[src/rtl/stopwatch_uart_tx_report.sv]
// Formats a stopwatch snapshot as "HH:MM:SS.CC\r\n" and streams it to a UART transmitter.
// Optional macro STATUS_CHAR_EN prefixes the frame with a run-state character and a space.
module stopwatch_uart_tx_report #(
    parameter int unsigned AUTO_PERIOD = 100_000_000
) (
    input  logic       clk,
    input  logic       rst,
    input  logic [6:0] i_msec,
    input  logic [5:0] i_sec,
    input  logic [5:0] i_min,
    input  logic [4:0] i_hour,
    input  logic       i_runstop,
    input  logic       i_clear,
    input  logic       i_send,
    input  logic       i_tx_busy,
    input  logic       i_tx_done,
    output logic [7:0] o_tx_data,
    output logic       o_tx_start,
    output logic       o_busy,
    output logic       o_frame_done
);

`ifdef STATUS_CHAR_EN
    localparam logic [3:0] OFF = 4'd2;
`else
    localparam logic [3:0] OFF = 4'd0;
`endif
    localparam logic [3:0]  LAST      = OFF + 4'd12;
    localparam bit          AUTO_EN   = (AUTO_PERIOD != 32'd0);
    localparam logic [31:0] AUTO_LAST = AUTO_EN ? (AUTO_PERIOD - 32'd1) : 32'd0;

    typedef enum logic [1:0] {
        S_IDLE = 2'd0,
        S_SEND = 2'd1,
        S_WAIT = 2'd2
    } state_t;

    state_t      state_q;
    logic [3:0]  idx_q;
    logic        pending_q;
    logic [6:0]  msec_q;
    logic [5:0]  sec_q;
    logic [5:0]  min_q;
    logic [4:0]  hour_q;
    logic [31:0] auto_cnt_q;
    logic [31:0] auto_cnt_d;
    logic [7:0]  o_tx_data_q;
    logic        o_tx_start_q;
    logic        o_busy_q;
    logic        o_frame_done_q;

    logic        auto_tick_s;
    logic        new_req_s;
    logic        req_s;
    logic [15:0] hh_s;
    logic [15:0] mm_s;
    logic [15:0] ss_s;
    logic [15:0] cc_s;
    logic [7:0]  char_s;

    // Two ASCII digits of a value, saturating anything above 99 to "99".
    function automatic logic [15:0] to_ascii2(input logic [6:0] v);
        logic [6:0] sat;
        logic [6:0] tens;
        logic [6:0] ones;
        sat  = (v > 7'd99) ? 7'd99 : v;
        tens = sat / 7'd10;
        ones = sat - tens * 7'd10;
        return {8'h30 + {1'b0, tens}, 8'h30 + {1'b0, ones}};
    endfunction

`ifdef STATUS_CHAR_EN
    logic [7:0] status_q;
    logic [7:0] status_d;

    // Run state wins over clear; otherwise the stopwatch is stopped.
    always_comb begin
        if (i_runstop) begin
            status_d = 8'h52;
        end else if (i_clear) begin
            status_d = 8'h43;
        end else begin
            status_d = 8'h53;
        end
    end
`else
    logic unused_status_s;
    assign unused_status_s = i_runstop | i_clear;
`endif

    assign auto_tick_s = AUTO_EN && (auto_cnt_q == AUTO_LAST);
    assign new_req_s   = i_send | auto_tick_s;
    assign req_s       = new_req_s | pending_q;

    // Free-running auto-report counter, held at zero when periodic reports are disabled.
    always_comb begin
        if (!AUTO_EN) begin
            auto_cnt_d = 32'd0;
        end else if (auto_tick_s) begin
            auto_cnt_d = 32'd0;
        end else begin
            auto_cnt_d = auto_cnt_q + 32'd1;
        end
    end

    // Auto-report counter register.
    always_ff @(posedge clk or negedge rst) begin
        if (!rst) begin
            auto_cnt_q <= 32'd0;
        end else begin
            auto_cnt_q <= auto_cnt_d;
        end
    end

    // Character selected by the current byte index of the snapshot.
    always_comb begin
        hh_s   = to_ascii2({2'b00, hour_q});
        mm_s   = to_ascii2({1'b0, min_q});
        ss_s   = to_ascii2({1'b0, sec_q});
        cc_s   = to_ascii2(msec_q);
        char_s = 8'h00;
        case (idx_q)
`ifdef STATUS_CHAR_EN
            4'd0:         char_s = status_q;
            4'd1:         char_s = 8'h20;
`endif
            OFF + 4'd0:   char_s = hh_s[15:8];
            OFF + 4'd1:   char_s = hh_s[7:0];
            OFF + 4'd2:   char_s = 8'h3A;
            OFF + 4'd3:   char_s = mm_s[15:8];
            OFF + 4'd4:   char_s = mm_s[7:0];
            OFF + 4'd5:   char_s = 8'h3A;
            OFF + 4'd6:   char_s = ss_s[15:8];
            OFF + 4'd7:   char_s = ss_s[7:0];
            OFF + 4'd8:   char_s = 8'h2E;
            OFF + 4'd9:   char_s = cc_s[15:8];
            OFF + 4'd10:  char_s = cc_s[7:0];
            OFF + 4'd11:  char_s = 8'h0D;
            OFF + 4'd12:  char_s = 8'h0A;
            default:      char_s = 8'h00;
        endcase
    end

    // Frame sequencer; requests arriving mid-frame collapse into one pending frame.
    always_ff @(posedge clk or negedge rst) begin
        if (!rst) begin
            state_q        <= S_IDLE;
            idx_q          <= 4'd0;
            pending_q      <= 1'b0;
            msec_q         <= 7'd0;
            sec_q          <= 6'd0;
            min_q          <= 6'd0;
            hour_q         <= 5'd0;
`ifdef STATUS_CHAR_EN
            status_q       <= 8'h00;
`endif
            o_tx_data_q    <= 8'h00;
            o_tx_start_q   <= 1'b0;
            o_busy_q       <= 1'b0;
            o_frame_done_q <= 1'b0;
        end else begin
            o_tx_start_q   <= 1'b0;
            o_frame_done_q <= 1'b0;
            case (state_q)
                S_IDLE: begin
                    if (req_s) begin
                        msec_q    <= i_msec;
                        sec_q     <= i_sec;
                        min_q     <= i_min;
                        hour_q    <= i_hour;
`ifdef STATUS_CHAR_EN
                        status_q  <= status_d;
`endif
                        idx_q     <= 4'd0;
                        pending_q <= 1'b0;
                        o_busy_q  <= 1'b1;
                        state_q   <= S_SEND;
                    end
                end
                S_SEND: begin
                    pending_q <= pending_q | new_req_s;
                    if (!i_tx_busy) begin
                        o_tx_data_q  <= char_s;
                        o_tx_start_q <= 1'b1;
                        state_q      <= S_WAIT;
                    end
                end
                S_WAIT: begin
                    pending_q <= pending_q | new_req_s;
                    if (i_tx_done) begin
                        if (idx_q == LAST) begin
                            o_busy_q       <= 1'b0;
                            o_frame_done_q <= 1'b1;
                            state_q        <= S_IDLE;
                        end else begin
                            idx_q   <= idx_q + 4'd1;
                            state_q <= S_SEND;
                        end
                    end
                end
                default: begin
                    pending_q <= 1'b0;
                    o_busy_q  <= 1'b0;
                    state_q   <= S_IDLE;
                end
            endcase
        end
    end

    assign o_tx_data    = o_tx_data_q;
    assign o_tx_start   = o_tx_start_q;
    assign o_busy       = o_busy_q;
    assign o_frame_done = o_frame_done_q;

endmodule

[config.mk]
export PLATFORM = sky130hd
export DESIGN_NAME = stopwatch_uart_tx_report
export DESIGN_NICKNAME = d
export VERILOG_FILES = /design/src/rtl/stopwatch_uart_tx_report.sv
export SDC_FILE = /design/constraint.sdc
export NUM_CORES = 1
export LEC_CHECK = 0
export CORE_UTILIZATION = 30
export CTS_CLUSTER_DIAMETER = 80
export DETAILED_ROUTE_END_ITERATION = 8
export SLEW_MARGIN = 20
export SYNTH_ARGS = -nofsm -noshare
export SYNTH_HDL_FRONTEND = slang
export SYNTH_SLANG_ARGS = --single-unit
[constraint.sdc]
create_clock -name clk -period 7.1 [get_ports clk]
set_input_delay 2.13 -clock clk [delete_from_list [all_inputs] [get_ports clk]]
set_output_delay 2.13 -clock clk [all_outputs]
set_load 0.005 [all_outputs]
==> flow_metrics.py <==
metrics = {
    "critical_path": {
        "crit_path_frequent_cell": "ha_1",
        "crit_fanout": 13,
        "slowest_delay_ps": 550,
        "end_kind": "flip-flop",
        "worstSetupStartpoint": "msec_q[6]",
        "cp.arrival_ps": 6680,
        "regToRegStartpoint": "msec_q[6]",
        "path_class": "flip-flop to flip-flop",
        "cp_slowest_cell": "dfrtp_1",
        "cp.required_ps": 7300,
        "start_kind": "flip-flop",
    },
    "logic_synthesis": {
        "synthTopCellsByArea": "dfrtp_1 34%, ha_1 10%, mux2_4 5.2%, inv_1 3.6%, xor2_1 3.2%",
        "synth_top_area_cell": "dfrtp_1",
        "synth_seq_cells": 74,
        "async_reset_ff_frac": 1.00,
        "synth_area_um2": 5510,
        "synth_top_cell_area_share": 0.336,
        "avgSynthCellArea_um2": 9.16,
        "synthFlopType": "dfrtp_1",
        "synthCells": 602,
        "synth_nets": 682,
        "yosysSeqAreaShare": 0.336,
        "synth_warnings": 0,
        "ys_types": 72,
        "synth_edf_count": 0,
    },
    "final_layout": {
        "drive_above_1_share": 0.0926,
        "nets": 712,
        "antenna_cells": 0,
        "area_growth_pct": 16.0,
        "fill_cells": 1824,
    },
    "placement": {
        "dp_hpwl_um": 8890,
        "portBuffers": 39,
        "gp_congestion": 0.846,
    },
    "job": {
        "drv_cap": 0,
    },
    "timing": {
        "min_period_over_period": 0.912,
        "setup_viol": 0,
        "relSlewSlack": 0.366,
        "rsz0062_at_grt": "no",
        "finalHoldViolCount": 0,
        "layout_min_cycle_time_ps": 6480,
        "hold_slack_ps": 472,
        "slew_viol_final": 0,
        "fin_skew_ps": 8.49,
        "worstMarginPinSlew_ps": 951,
        "fmax_ghz": 0.154,
        "setup_tns_ps": 0,
    },
    "cts": {
        "clkTransAtPathRegs_ps": 70,
        "post-cts-setup-buffers": 0,
        "clk_latency_ps": 350,
        "cts_buffer_depth": 2,
        "cts_tree": "yes",
        "cts_sinks": 74,
        "cts_resized": 0,
        "cts_hold_buf": 0,
        "h-tree-depth": 3,
        "cts_buffers": 9,
        "ctsRootBufferMaster": "clkbuf_16",
    },
    "detailed_routing": {
        "wl_per_cell_um": 13.8,
        "drcViolationCount": 0,
        "drt-initial-drc-count": 263,
        "drtAntennaViolNets": 0,
        "routed-via-count": 4281,
        "firstDrtPassIters": 4,
        "routed_wl_um": 12000,
        "viasPerCell": 4.94,
    },
    "status": {
        "status": "finished, final reports clean",
    },
    "floorplan": {
        "std_cell_rows": 49,
        "ios": 42,
        "die_area_um2": 18900,
        "coreArea_um2": 18000,
        "die_h_um": 138,
        "die_w_um": 138,
        "start_util": 0.307,
    },
    "global_routing": {
        "grt_pass1_wl_um": 19800,
        "grt_overflow": 0,
        "first_global_vias": 4002,
        "antenna_found_initial": 0,
        "gr-usage-all-layers": 0.135,
        "grt_start_max_net_pins": 75,
    },
    "min_path": {
        "hold_start": "auto_cnt_q[31]",
        "worstHoldPathType": "flip-flop to flip-flop",
    },
}
cell usage in the layout (no fill, tap or decap), drive strengths merged, types with 4 or more instances in the layout:
cell	synthesis	final
dfrtp	74	74
inv	53	57
nor2	46	46
nand2	44	44
ha	44	44
clkdlybuf4s50	0	38
o21ai	32	32
a21oi	27	27
mux2	25	25
nand3	22	22
xor2	20	20
nor3	18	18
nor2b	16	16
xnor2	14	14
nand2b	13	13
clkbuf	16	9
a21o	8	8
nand4	8	8
or3	7	7
o21a	7	7
and2	7	7
a211oi	6	6
o22ai	6	6
a31oi	5	5
mux2i	5	5
fa	5	5
o211ai	4	4
nor3b	4	4
and4	4	4
and3	4	4
path summary, 6_finish.rpt:
| check | to | slack (ps) | cells after the start |
|---|---|---|---|
| min | auto_cnt_q[31] | 470 | 1 |
| min reg2reg | auto_cnt_q[31] | 470 | 1 |
| max | o_tx_data[5] | 620 | 28 |
| max in group asynchronous | auto_cnt_q[0] | 4560 | 1 |
| min in group asynchronous | auto_cnt_q[10] | 1940 | 1 |
| max reg2reg | o_tx_data[5] | 620 | 28 |
logic make-up (layout without fill, tap and decap cells):
kind of cell    Yosys count  in the layout  share of synthesized area
compound gates          130            130                      0.156
xor+xnor                 34             34                     0.0540
fa+ha+maj                49             49                      0.118
buf+inv                  73            108                     0.0547
flops                    74             74                      0.336
mux                      30             30                     0.0731
simple gates            212            212                      0.209
metrics by stage:
step | instances | setup slack, ps | utilization | instance area [um2]
6_report | 866 | 621 | 0.356 | 6400
5_1_grt | 866 | 79.0 | 0.356 | 6400
4_1_cts | 866 | 623 | 0.356 | 6400
3_5_place_dp | 850 | 660 | 0.339 | 6090
3_3_place_gp | 850 | 711 | 0.339 | 6090
2_1_floorplan | 602 | 1510 | - | 5510
synthesized netlist by cell type, types with 8 or more instances:
cell	number
a21o_1	8
a21oi_1	27
clkbuf_1	16
dfrtp_1	74
ha_1	44
inv_1	53
mux2_4	19
nand2_1	44
nand2b_1	13
nand3_1	22
nor2_1	46
nor2b_1	16
nor3_1	15
o21ai_0	31
xnor2_1	14
xor2_1	20
registers in the layout, indices dropped and copies added (netlist names):
signal,cells
o_frame_done,1
o_tx_start,1
auto_cnt_q,32
o_tx_data,8
pending_q,1
msec_q,7
idx_q,4
sec_q,6
state_q,2
hour_q,5
o_busy,1
min_q,6
per-layer routing:
layer	vias to the layer above	GRT usage	wire length [um]
li1	2198	-	-
met3	9	0.0294	535
met2	78	0.195	5160
met5	-	0	0
met1	1996	0.195	6120
met4	0	0.0476	154
cell type report:
type,count,area (um2),share of cell area
clock inverter,7,83.8,0.0131
multi-input combinational,455,3360,0.526
timing repair buffer,39,388,0.0606
tap,229,287,0.0448
clock buffer,9,225,0.0352
inverter,53,199,0.0311
sequential,74,1850,0.290
worst max-delay path, delay by kind of cell (launching register included):
kind	cells	cell delay (ps)
flip-flops	1	550
XOR/XNOR	1	180
buffers and inverters	4	260
AND/OR/NAND/NOR	7	1300
adder cells (fa/ha/maj)	8	2290
AO/OA/AOI/OAI	8	1770
Power is left out: the tool's default activity adds up to more than one toggle a clock period on the data nets, which glitch-free logic cannot reach.
==> variant 1: new RTL, config.mk and constraints unchanged <==
One comparison of `idx_q` changes from == to >=.
--- a/src/rtl/stopwatch_uart_tx_report.sv
+++ b/src/rtl/stopwatch_uart_tx_report.sv
@@ -188,7 +188,7 @@
                 S_WAIT: begin
                     pending_q <= pending_q | new_req_s;
                     if (i_tx_done) begin
-                        if (idx_q == LAST) begin
+                        if (idx_q >= LAST) begin
                             o_busy_q       <= 1'b0;
                             o_frame_done_q <= 1'b1;
                             state_q        <= S_IDLE;
Formal check against the unedited RTL: same outputs for any inputs over 10 cycles, from zero or initial values and one cycle with rst low; that may be too few to reach the edited logic, so the function may still have changed.
==> variant 1 against the unedited design <==
- cell area down 1.9%
- synthesized area down 0.82%
- via count up 0.91%
- critical path depth unchanged
- routed wire length up 1.5%
- worst setup slack better by 0.045 ns
- sequential cell count unchanged
Power is left out: the tool's default activity adds up to more than one toggle a clock period on the data nets, which glitch-free logic cannot reach.
==> variant 1: results (changes against the unedited design) <==
| Metric | Value |
|---|---|
| Clock transition at path regs | 0.06 ns |
| Slowest CP cell | dfrtp_1 (unchanged) |
| Clk root buf | clkbuf_16 (unchanged) |
| Worst skew pair latency | 0.36 ns |
| Gpl congestion | 0.831 (was 0.846) |
| Netlist cell types | 75 (was 72) |
| Initial DRC Count | 220 (was 263) |
| Post-Synth Adder-Cell Area | 11.9% (was 11.8%) |
| Via Count | 4320 (was 4281) |
| Worst Hold Path EP | auto_cnt_q[4]$_DFF_PN0_ (was auto_cnt_q[31]$_DFF_PN0_) |
| Async S/R FF share, synth | 100% (unchanged) |
| Drt first pass iters | 4 (unchanged) |
| Hold Crit Start | auto_cnt_q[4]$_DFF_PN0_ (was auto_cnt_q[31]$_DFF_PN0_) |
| Crit path from | msec_q[5]$_DFFE_PN0P_ (was msec_q[6]$_DFFE_PN0P_) |
| CTS max path bufs | 2 (unchanged) |
| Synth Net Count | 669 (was 682) |
| Skew final | 0.0114 ns (was 0.00849 ns) |
| Slew margin rel. | 44.7% (was 36.6%) |
| First-pass GRT wire length | 20.4 mm (was 19.8 mm) |
| Top cells by count, synth | dfrtp_1, nand2_1, nor2_1, inv_1, ha_1 (was dfrtp_1, inv_1, nor2_1, ha_1, nand2_1) |
| DP HPWL | 8.90 mm (was 8.89 mm) |
| Detailed-route wire length | 12.2 mm (was 12.0 mm) |
| Top cells by area, synth | dfrtp_1, ha_1, mux2_2 (was dfrtp_1, ha_1, mux2_4) |
| Top reg by flops | auto_cnt_q (unchanged) |
| Status | finished, final reports clean (unchanged) |
| Most common flop cell mapped by yosys | dfrtp_1 (unchanged) |
| PortBufs | 39 (unchanged) |
| Largest net degree at the start of global routing | 65 (was 75) |
| Ant. Diodes | 0 (unchanged) |
| R2R Setup Slk | 0.67 ns (was 0.62 ns) |
| Max reg flops | 32 (unchanged) |
| Xor and xnor area share after synthesis | 6.09% (was 5.40%) |
| H-tree depth | 3 (unchanged) |
| Worst hold path type | reg2reg (unchanged) |
| Hold Slack | 0.469 ns (was 0.472 ns) |
| Initial antenna violation count | 0 (unchanged) |
| R2R cell count | 28 (unchanged) |
| Hold depth | 1 (unchanged) |
| Post-synthesis compound-gate area fraction | 17.1% (was 15.6%) |
| Register area share after synthesis | 33.9% (was 33.6%) |
| Multiplexer share of the synthesized area | 6.06% (was 7.31%) |
| Layout Nets | 701 (was 712) |
| Crit path max fanout | 13 (unchanged) |
| GRT Resource Usage Total | 14.1% (was 13.5%) |
| Layout cell share with drive strength beyond 1 | 9.57% (was 9.26%) |
| Worst setup path end | o_tx_data[5]$_DFFE_PN0P_ (unchanged) |
| CP arrival | 6.64 ns (was 6.68 ns) |
| Synth warn | 0 (unchanged) |
| Cts bufs inserted | 9 (unchanged) |
| Vias in the first global route | 4161 (was 4002) |
| Die area | 18800 sq um (was 18900 sq um) |
| CP peak stage delay | 0.57 ns (was 0.55 ns) |
## variant 1: cell count changes in the layout (fill, tap and decap cells not counted), moves of 4 or more
cell     change
nand2_1      +7
mux2_4      -19
nor4b_1      +4
mux2_2      +19
nand3_1      -9
a21oi_1      -6
xnor2_1      +8
xor2_1       -4
inv_1        -8
nor3_1       -5
## variant 1: critical path: cells and delay by family, from the launching register on
kind | cells | cell delay [ns]
AO/OA/AOI/OAI | 9 | 1.99
buffers and inverters | 3 | 0.22
flip-flops | 1 | 0.57
adder cells (fa/ha/maj) | 8 | 2.17
AND/OR/NAND/NOR | 6 | 0.93
XOR/XNOR | 2 | 0.42
## variant 1: per-layer routing
layer | up-vias | wire [um] | part of all wire [%] | global-route usage [%]
met5 | - | 0 | 0 | 0
met4 | 0 | 119 | 0.98 | 4.21
met3 | 10 | 450 | 3.7 | 3.52
met2 | 63 | 5730 | 47 | 23.1
met1 | 2078 | 5870 | 48 | 18.1
li1 | 2169 | - | - | -
## variant 1: what timing repair did
item / CTS / global route
endpoints found under the setup margin: 0 / 2
setup buffers: 0 / 0
resized for setup: 0 / 1
## variant 1: area by class of cell
class,count,area (sq um)
well taps,229,287
inverters,45,169
fillers,1861,11600
multi-input cells,451,3290
repair buffers,41,403
clock buffers,12,246
clock inverters,4,27.5
flip-flops and latches,74,1850
## variant 1: cell families (layout without fill, tap and decap cells)
logic type,Yosys count,count (layout)
buf+inv,65,102
fa+ha+maj,49,49
simple gates,201,201
xor+xnor,38,38
mux,30,30
compound gates,133,133
flops,74,74
## variant 1: stage by stage
step                      area (sq um)  instances  setup slack [ns]
after floorplan                   5470        590              1.39
after global placement            6000        840             0.640
after detailed placement          6000        840             0.567
after CTS                         6280        856             0.552
after global routing              6280        856             0.114
final                             6280        856             0.666
==> variant 2: new RTL, config.mk and constraints unchanged <==
Without the edit above. Add a define of `STATUS_CHAR_EN`.
--- a/src/rtl/stopwatch_uart_tx_report.sv
+++ b/src/rtl/stopwatch_uart_tx_report.sv
@@ -1,5 +1,7 @@
 // Formats a stopwatch snapshot as "HH:MM:SS.CC\r\n" and streams it to a UART transmitter.
 // Optional macro STATUS_CHAR_EN prefixes the frame with a run-state character and a space.
+`define STATUS_CHAR_EN
+
 module stopwatch_uart_tx_report #(
     parameter int unsigned AUTO_PERIOD = 100_000_000
 ) (
Function: changed (Yosys sat finds a counterexample within 4 cycles, from zero or initial values and one cycle with rst low).
==> variant 2 against the unedited design <==
- the flow now finishes with violations (design-rule violations)
- synthesized area is 0.91% higher
- global-route usage is 0.24 points higher
- cell area is 1.7% higher
- sequential cell count is 3 higher
- fmax is 6.0% higher
- worst setup slack better by 0.37 ns
- routed wire length is 5.7% higher
Power is left out: the tool's default activity adds up to more than one toggle a clock period on the data nets, which glitch-free logic cannot reach.
==> variant 2: results (changes against the unedited design) <==
| Metric | Value |
|---|---|
| Status | finished, violations left (was finished, final reports clean) |
| Failing checks | design-rule violations |
| Initial DRC Count | 257 (was 263) |
| Multi-input gate share of total cell area | 51.9% (was 52.6%) |
| Async S/R FF share, synth | 100% (unchanged) |
| DP HPWL | 9.48 mm (was 8.89 mm) |
| CP arrival | 6.31 ns (was 6.68 ns) |
| Minimum clock period | 6.11 ns (was 6.48 ns) |
| Synth warn | 0 (unchanged) |
| Register area share after synthesis | 34.6% (was 33.6%) |
| Via Count | 4475 (was 4281) |
| Clock buf/inv share | 4.77% (was 4.83%) |
| WL met1 | 6.28 mm (was 6.12 mm) |
| Avg WL per Cell | 14.4 um (was 13.8 um) |
| Top cells by count, synth | dfrtp_1, nor2_1, inv_1, ha_1, nand2_1 (was dfrtp_1, inv_1, nor2_1, ha_1, nand2_1) |
| Signal buf overhead | 6.50% (was 6.06%) |
| Worst-margin pin slew | 0.857 ns (was 0.951 ns) |
| Sequential portion of the cell area | 29.6% (was 29.0%) |
| Largest net degree at the start of global routing | 56 (was 75) |
| Gpl congestion | 0.866 (was 0.846) |
| Drt first pass iters | 8 (was 4) |
| Fill cells | 1814 (was 1824) |
| Hold Slack | 0.479 ns (was 0.472 ns) |
| Worst slack, placed | 1.02 ns (was 0.660 ns) |
| WL met2 | 5.80 mm (was 5.16 mm) |
| Clock buffers | 11 (was 9) |
| Max layer used | met4 (unchanged) |
| Vias in the first global route | 4235 (was 4002) |
| PortBufs | 41 (was 39) |
| Skew final | 0.0103 ns (was 0.00849 ns) |
| Clk root buf | clkbuf_16 (unchanged) |
| Met3 wire len | 434 um (was 535 um) |
| First-pass GRT wire length | 21.2 mm (was 19.8 mm) |
| R2R Path Start | msec_q[5]$_DFFE_PN0P_ (was msec_q[6]$_DFFE_PN0P_) |
| Inverters | 49 (was 53) |
| Top cells by area, synth | dfrtp_1, ha_1, mux2_2 (was dfrtp_1, ha_1, mux2_4) |
| Signal buffers | 43 (was 39) |
| Synth Net Count | 692 (was 682) |
| Netlist cell types | 68 (was 72) |
| Seq cells | 77 (was 74) |
| R2R cell count | 24 (was 28) |
| GRT Resource Usage Total | 13.7% (was 13.5%) |
| DRC Markers | 2 (was 0) |
| Multi-input gates | 466 (was 455) |
| Critical path's top delay family | compound AO/OA/AOI/OAI gates (was adder cells) |
| Setup Fix Bufs, Post-CTS | 0 (unchanged) |
| Layout cell share with drive strength beyond 1 | 8.45% (was 9.26%) |
| Layout Nets | 726 (was 712) |
| R2R Setup Slk | 0.99 ns (was 0.62 ns) |
variant 2: cell count changes after synthesis, sizes merged, moves of 6 or more:
cell / delta
nor2: +15
xnor2: +9
o21ai: -8
nor2b: -7
and3: +6
variant 2: metal layers:
layer  up-vias  GRT usage (%)
met5         -              0
met4         0           3.84
met3         9           2.70
met2        70           21.9
met1      2141           18.9
li1       2255              -
variant 2: cell families (layout without fill, tap and decap cells):
kind of cell | Yosys count | after routing | share of synthesized area (%)
AOI/OAI and AO/OA | 137 | 137 | 17.4
adders and majority gates | 49 | 49 | 11.6
xor gates and xnor gates | 41 | 41 | 6.46
DFF | 77 | 77 | 34.6
buffers and inverters | 69 | 108 | 4.93
muxes | 30 | 30 | 5.98
and+or+nand+nor | 209 | 209 | 19.0
variant 2: stage by stage:
stage | std cells | cell area (sq um)
3_3_place_gp | 864 | 6200
4_1_cts | 880 | 6510
2_1_floorplan | 612 | 5560
3_5_place_dp | 864 | 6200
5_1_grt | 880 | 6510
6_report | 880 | 6510
